## src/rtl/sprite_rom_arbiter.sv

```systemverilog
// Round-robin arbiter sharing one fixed-latency sprite ROM among several
// requesters. Grants are combinational from req and the priority pointer;
// the owner of each read rides a ROM_LAT-deep tag pipeline so the returned
// word can be steered back with a one-hot rd_valid.
module sprite_rom_arbiter #(
    parameter int NUM_REQ = 4,
    parameter int ADDR_W  = 12,
    parameter int DATA_W  = 4,
    parameter int ROM_LAT = 2
) (
    input  logic                      Clk,
    input  logic                      Reset,
    input  logic [NUM_REQ-1:0]        req,
    input  logic [NUM_REQ*ADDR_W-1:0] req_addr,
    output logic [NUM_REQ-1:0]        gnt,
    output logic [ADDR_W-1:0]         rom_addr,
    output logic                      rom_rd,
    input  logic [DATA_W-1:0]         rom_data,
    output logic [NUM_REQ-1:0]        rd_valid,
    output logic [DATA_W-1:0]         rd_data,
    input  logic                      frame_start
);

    localparam int PTR_W = (NUM_REQ > 1) ? $clog2(NUM_REQ) : 1;

    logic [PTR_W-1:0]   ptr;
    logic [PTR_W-1:0]   ptr_next;
    logic [PTR_W-1:0]   win;
    logic [PTR_W-1:0]   idx;
    logic               found;
    logic [ADDR_W-1:0]  slot_addr [NUM_REQ];
    logic [ROM_LAT-1:0] pipe_vld;
    logic [NUM_REQ-1:0] pipe_id   [ROM_LAT];

    // Unpack the flat address bus into one entry per requester.
    always_comb begin
        for (int unsigned i = 0; i < NUM_REQ; i++) begin
            slot_addr[i] = req_addr[i*ADDR_W +: ADDR_W];
        end
    end

    // Scan requesters starting at ptr, wrapping; first active one wins.
    always_comb begin
        found = 1'b0;
        win   = '0;
        idx   = '0;
        for (int unsigned off = 0; off < NUM_REQ; off++) begin
            idx = PTR_W'((32'(ptr) + off) % NUM_REQ);
            if (!found && req[idx]) begin
                found = 1'b1;
                win   = idx;
            end
        end
        if (Reset) begin
            found = 1'b0;
        end
    end

    // Drive grant, ROM strobe and address for the winner; next pointer follows it.
    always_comb begin
        gnt      = '0;
        gnt[win] = found;
        rom_rd   = found;
        rom_addr = found ? slot_addr[win] : '0;
        ptr_next = (win == PTR_W'(NUM_REQ - 1)) ? '0 : win + 1'b1;
    end

    // Priority pointer: reset and frame start both return it to requester 0.
    always_ff @(posedge Clk) begin
        if (Reset) begin
            ptr <= '0;
        end else if (frame_start) begin
            ptr <= '0;
        end else if (found) begin
            ptr <= ptr_next;
        end
    end

    // Valid bits of the owner pipeline; reset discards reads in flight.
    always_ff @(posedge Clk) begin
        if (Reset) begin
            pipe_vld <= '0;
        end else begin
            pipe_vld[0] <= rom_rd;
            for (int unsigned i = 1; i < ROM_LAT; i++) begin
                pipe_vld[i] <= pipe_vld[i-1];
            end
        end
    end

    // Owner one-hot ids shift alongside the valid bits; no reset needed.
    always_ff @(posedge Clk) begin
        pipe_id[0] <= gnt;
        for (int unsigned i = 1; i < ROM_LAT; i++) begin
            pipe_id[i] <= pipe_id[i-1];
        end
    end

    assign rd_valid = pipe_id[ROM_LAT-1] & {NUM_REQ{pipe_vld[ROM_LAT-1]}};
    assign rd_data  = rom_data;

endmodule

```

## config.mk

```make
export PLATFORM = sky130hd
export DESIGN_NAME = sprite_rom_arbiter
export DESIGN_NICKNAME = d
export VERILOG_FILES = /design/src/rtl/sprite_rom_arbiter.sv
export SDC_FILE = /design/constraint.sdc
export NUM_CORES = 1
export LEC_CHECK = 0
export BUFFER_PORTS_ARGS = -buffer_cell sky130_fd_sc_hd__buf_2
export CORE_AREA = 2 2 65 49
export DETAILED_ROUTE_END_ITERATION = 6
export DIE_AREA = 0 0 67 51
export PLACE_DENSITY = 0.72
export SYNTH_ARGS = -nofsm -noshare
export SYNTH_HDL_FRONTEND = slang
export SYNTH_SLANG_ARGS = --single-unit
```

## constraint.sdc

```tcl
create_clock -name Clk -period 2.1 [get_ports Clk]
set_clock_uncertainty 0.2 [all_clocks]
set_input_delay 0.315 -clock Clk [delete_from_list [all_inputs] [get_ports Clk]]
set_output_delay 0.315 -clock Clk [all_outputs]
set_load 0.02 [all_outputs]
```

Yosys cells after proc, flatten, opt, wreduce, memory -nomap -nowiden
Memories as Yosys holds them, arrays and structs flattened. Cells that the tools add are included.

$add $sub $neg: 4. Multipliers: 0. Div/mod/pow operators: 0. Order comparisons: 7. Equality and inequality tests: 1. Shift-type cells: 0. Multiplexer cells: 24. Bitwise operators: 3. Reduce and logical (&&, ||, !) cells: 8.

Operator list (count): 2-to-1 mux 12 bit (3); binary-select mux 12 bit (select 2 bit) (1); < comparator 2 x 3 -> 1 bit (second input constant) (5); 2-to-1 mux 1 bit (10); 2-to-1 mux 2 bit (5); bitwise AND 4 bit (2); binary-select mux 1 bit (select 2 bit) (4); adder 2 x 1 -> 2 bit (second input constant) (2); adder 2 bit (second input constant) (2); logical AND 1 bit (4); greater-or-equal comparator 3 bit (second input constant) (1); logical NOT 1 bit (3); inverter 2 -> 3 bit (1); demux 1 bit (select 2 bit) (1); == test 2 bit (second input constant) (1); greater-or-equal comparator 2 x 1 -> 1 bit (second input constant) (1); OR reduction 2 bit (1).

Bits in registers: 4. Bits in latches: 0. Bits in writable memories: 8. Bits in read-only memories: 0. Bits of input ports: 59. Output and inout bits: 25. Logic and storage cells: 50. Memories kept: 1.

Memories: pipe_id (words 2, bits a word 4, rd ports 2, clocked after Yosys merged registers in 0, write ports 2, line 33) `logic [NUM_REQ-1:0] pipe_id [ROM_LAT];`.

Longest topological paths before layout
Depth after elaboration: 17. Depth in mapped cells: 8. Mapped depth without buffers: 6.

Least setup slack after synthesis
Ideal clock, no wire load.

Path type: input to output. From: in req[2]. To: out rom_addr[0]. Arrival: 1548 ps. Required time: 1585 ps. Setup slack: 37 ps. Stages on the path: 7. Buffers on the path: 1. Cell sequence: or2b_1 a21oi_1 a211oi_4 inv_2 nand2_1 buf_2 o22ai_1.

Cells in the longest elaborated chain, start to end: 17. Elaborated cells between the ends (all ways): 28. Those cells by class: 21 x mux; 1 x bitwise; 6 x reduce/logical.

Ends and longest elaborated chain: start, declared (line 13) `input logic [NUM_REQ-1:0] req,`; binary-select mux 1 bit (select 2 bit) (line 49) `if (!found && req[idx]) begin`; 2-to-1 mux 1 bit (not written as such) (line 49); 2-to-1 mux 1 bit (line 49); logical NOT 1 bit (line 49); logical AND 1 bit (line 49); 2-to-1 mux 1 bit (line 49); logical NOT 1 bit (line 49); logical AND 1 bit (line 49); 2-to-1 mux 1 bit (line 49); logical NOT 1 bit (line 49); logical AND 1 bit (line 49); 2-to-1 mux 2 bit (line 49); inverter 2 -> 3 bit (not written as such) (line 64) `rom_addr = found ? slot_addr[win] : '0;`; binary-select mux 12 bit (select 2 bit) (line 64); 2-to-1 mux 12 bit (not written as such) (2 in series) (line 64); 2-to-1 mux 12 bit (*) (line 64); end, declared (line 16) `output logic [ADDR_W-1:0] rom_addr,`.

Mark *: on every way between the ends. The rest lies on a longest branch, timed or not. The select of a mux whose other input is x is not followed.

Worst setup path in the final report
From: reg ptr[1]. To: out rom_addr[4].

Cells in the longest elaborated chain, start to end: 17. Elaborated cells between the ends (all ways): 31. Those cells by class: 3 x add/sub; 21 x mux; 1 x bitwise; 6 x reduce/logical.

Ends and longest elaborated chain: start, declared (line 26) `logic [PTR_W-1:0] ptr;`; start signal, assigned (line 75) `ptr <= ptr_next;`; parallel branches: the longest is 16 deep, another holds adder 2 x 1 -> 2 bit; 2-to-1 mux 12 bit (*) (line 64).

Every way passes the cells marked *. The select of a mux whose other input is x is not followed.

==> impl_results.md <==
* Status: finished, violations left
* Failing checks: setup timing
* Post-synthesis average cell area at approximately 9.7 sq um
* H-tree Lvls at 1
* Layout area overhead at 77.25%
* Worst path max stage delay at ~0.33 ns
* Crit path launch type: register
* DIE WIDTH at about 67 um
* ANT cells at 0
* Relative slew slack at 0.7266
* Die ar. at between 0.003 and 0.004 sq mm
* Async SR Flop Fraction at 0
* RSZ-0062 raised after global routing: yes
* Cell count after synthesis at 93
* Final nets at between 200 and 250
* DR vias at roughly 1000
* Worst-path clk slew at ~0.050 ns
* Yosys reg bits at 12
* Clk_lat worst skew at 0.23 ns
* Worst setup margin at -0.1401 ns
* Clk root buf: clkbuf_8
* Final hold vios at 0
* Top cell type's share of synthesized area at 0.2774
* Io pins at 84
* Layout cells sized above 1 at 0.6554
* Core Region at ~0.0029 sq mm
* Area after DPL at between 0.001 and 0.0015 sq mm
* RD Place Congestion at roughly 0.69
* Setup violations, final at 16
* CP endpoint kind: output pin
* Tmin final at 2.240 ns
* Largest net degree at the start of global routing at 13
* Power Dens Cells at 572.0 mW/mm^2
* Leak at between 0.7 and 0.8 nW
* Ys flop type: dfxtp_1
* Vias/cell at ~4.6
* Grt ovf at 0
* Fmax at about 450 MHz
* Vias in the first global route at 781
* DRC violations left at 0
* Clock buffer count from CTS at 3
* Worst-margin pin slew at 0.4085 ns
* Port bufs at 75
* Worst VDD drop at between 150 and 200 uV
* Top-count cell post-synth: mux2i_1
* Max clock buf depth at 2
* Worst Path Arrival at between 1.5 and 2 ns
* Dpl hpwl at between 1500 and 2000 um
* First-pass DRT Iterations at 4
* Std-Cell Rows at 17
* Largest fanout on the critical path at 7
* Crit Path Class: reg2out
* Yosys warnings at 0
* TritonCTS Sinks at 12
* Synth top area cells: mux2i_1 28%, dfxtp_1 27%, o22ai_1 9.0%
* CP cell instances: a21o_1 > a21oi_2 > o22a_4 > buf_6 > buf_12 > mux2i_2 > o22ai_1 > buf_2
* CTS Hold Bufs at 0
* Final instance area at around 0.0016 sq mm
* Final wirelength at approximately 2500 um
* Worst hold path class: in2reg
* Total of max-cap violations at 0
* Post-synth top area cell: mux2i_1
* Pwr Total at between 0.9 and 1 mW
* Die height at 51 um
* Synthesized cell area at ~900 sq um
* CTS tree: built
* Syn nets at 156
* Synth cell count leaders: 25 x mux2i_1, 13 x o22ai_1, 12 x dfxtp_1, 8 x and2_1
* Number of flops mapped to enable cells by yosys at 0
* Sequential-to-total area share from yosys stat at 0.2663
* Synth unique cells at 25
* Global-route wire length before repair at about 3500 um
* Worst EP required at approximately 1.6 ns
* Period utilisation layout at 1.067
* WL per Instance at 11.64 um
* Final ANT Viol Nets at 0
* Drt initial violations at 21
* Initial Util at 0.3119
* GRT Util Overall at 0.1343
* Initial antenna violation count at 0
* Final Max Slew Viols at 0
* Slowest library cell on the worst path: dfxtp_2
-- repair_timing --
item | in CTS | in global routing
pin swaps | 9 | 3
setup buffers | 4 | 0
gates resized for setup | 26 | 12
cloned | 3 | 0
setup endpoints to repair | 16 | 16
-- critical path, delay by kind of cell (launching register included) --
family	cells	cell delay [ns]
buffers and inverters	3	0.38
muxes	1	0.20
AOI/OAI and AO/OA	4	0.55
DFF	1	0.33
-- layout by cell type (no fill, tap or decap), types with 3 or more instances in the layout --
master,instances
dfxtp_1,10
clkbuf_8,4
buf_2,68
inv_2,3
buf_4,10
o22ai_1,12
buf_6,6
nor2_1,3
and2_4,4
buf_16,3
mux2i_1,24
and2_1,4
a21oi_2,3
-- where the power goes --
group / switching, mW / leakage [nW] / total [mW] / internal, mW
clock network: 0.0762 / 0.0288 / 0.241 / 0.165
registers: 0.00689 / 0.0999 / 0.252 / 0.245
logic: 0.197 / 0.671 / 0.422 / 0.225
-- logic make-up after synthesis --
group                    after synthesis  share of synthesized area
buffers and inverters                 14                     0.1165
adder cells (fa/ha/maj)                4                    0.05548
AO/OA/AOI/OAI                         20                     0.1637
AND/OR/NAND/NOR                       18                     0.1207
multiplexers                          25                     0.2774
flip-flops                            12                     0.2663
-- layout make-up --
class | instances | area [sq um]
clock buffers | 4 | 55.05
fillers | 272 | 1294
inverters | 5 | 18.77
multi-input cells | 67 | 626.9
flip-flops and latches | 12 | 245.2
well taps | 38 | 47.55
repair buffers | 89 | 605.6
-- metal layers --
metal,part of all wire,up-vias,GRT usage
met3,0.034,2,0.01982
li1,-,503,-
met2,0.54,28,0.2360
met5,0,-,0
met1,0.42,463,0.1682
met4,0.0024,0,0.04082
-- per-stage QoR --
step                      TNS, ns  utilization  std cells  hold slack [ns]  setup WS, ns
after global placement    -0.7245       0.4550        204           0.1105      -0.08482
after detailed placement   -1.215       0.4550        204           0.1121       -0.1104
final                      -1.811       0.5528        215          0.04537       -0.1401
after floorplan                 0            -         93           0.1096       0.03698
after CTS                  -1.627       0.5363        215          0.04286       -0.1184
after global routing       -3.216       0.5528        215          0.04542       -0.2419
-- path summary, 6_finish.rpt --
path	start	to	slack, ns	cells after the start
max	ptr[1]	rom_addr[4]	-0.14	8
min reg2reg	pipe_id[0][2]	pipe_id[0][6]	0.12	0
max reg2reg	ptr[1]	ptr[1]	0.33	7
min	frame_start	ptr[0]	0.05	2
-- registers in the layout (all words and copies together) (netlist names) --
register	flops
pipe_id	8
pipe_vld	2
ptr	2
Power figures use the tool's default switching activity.
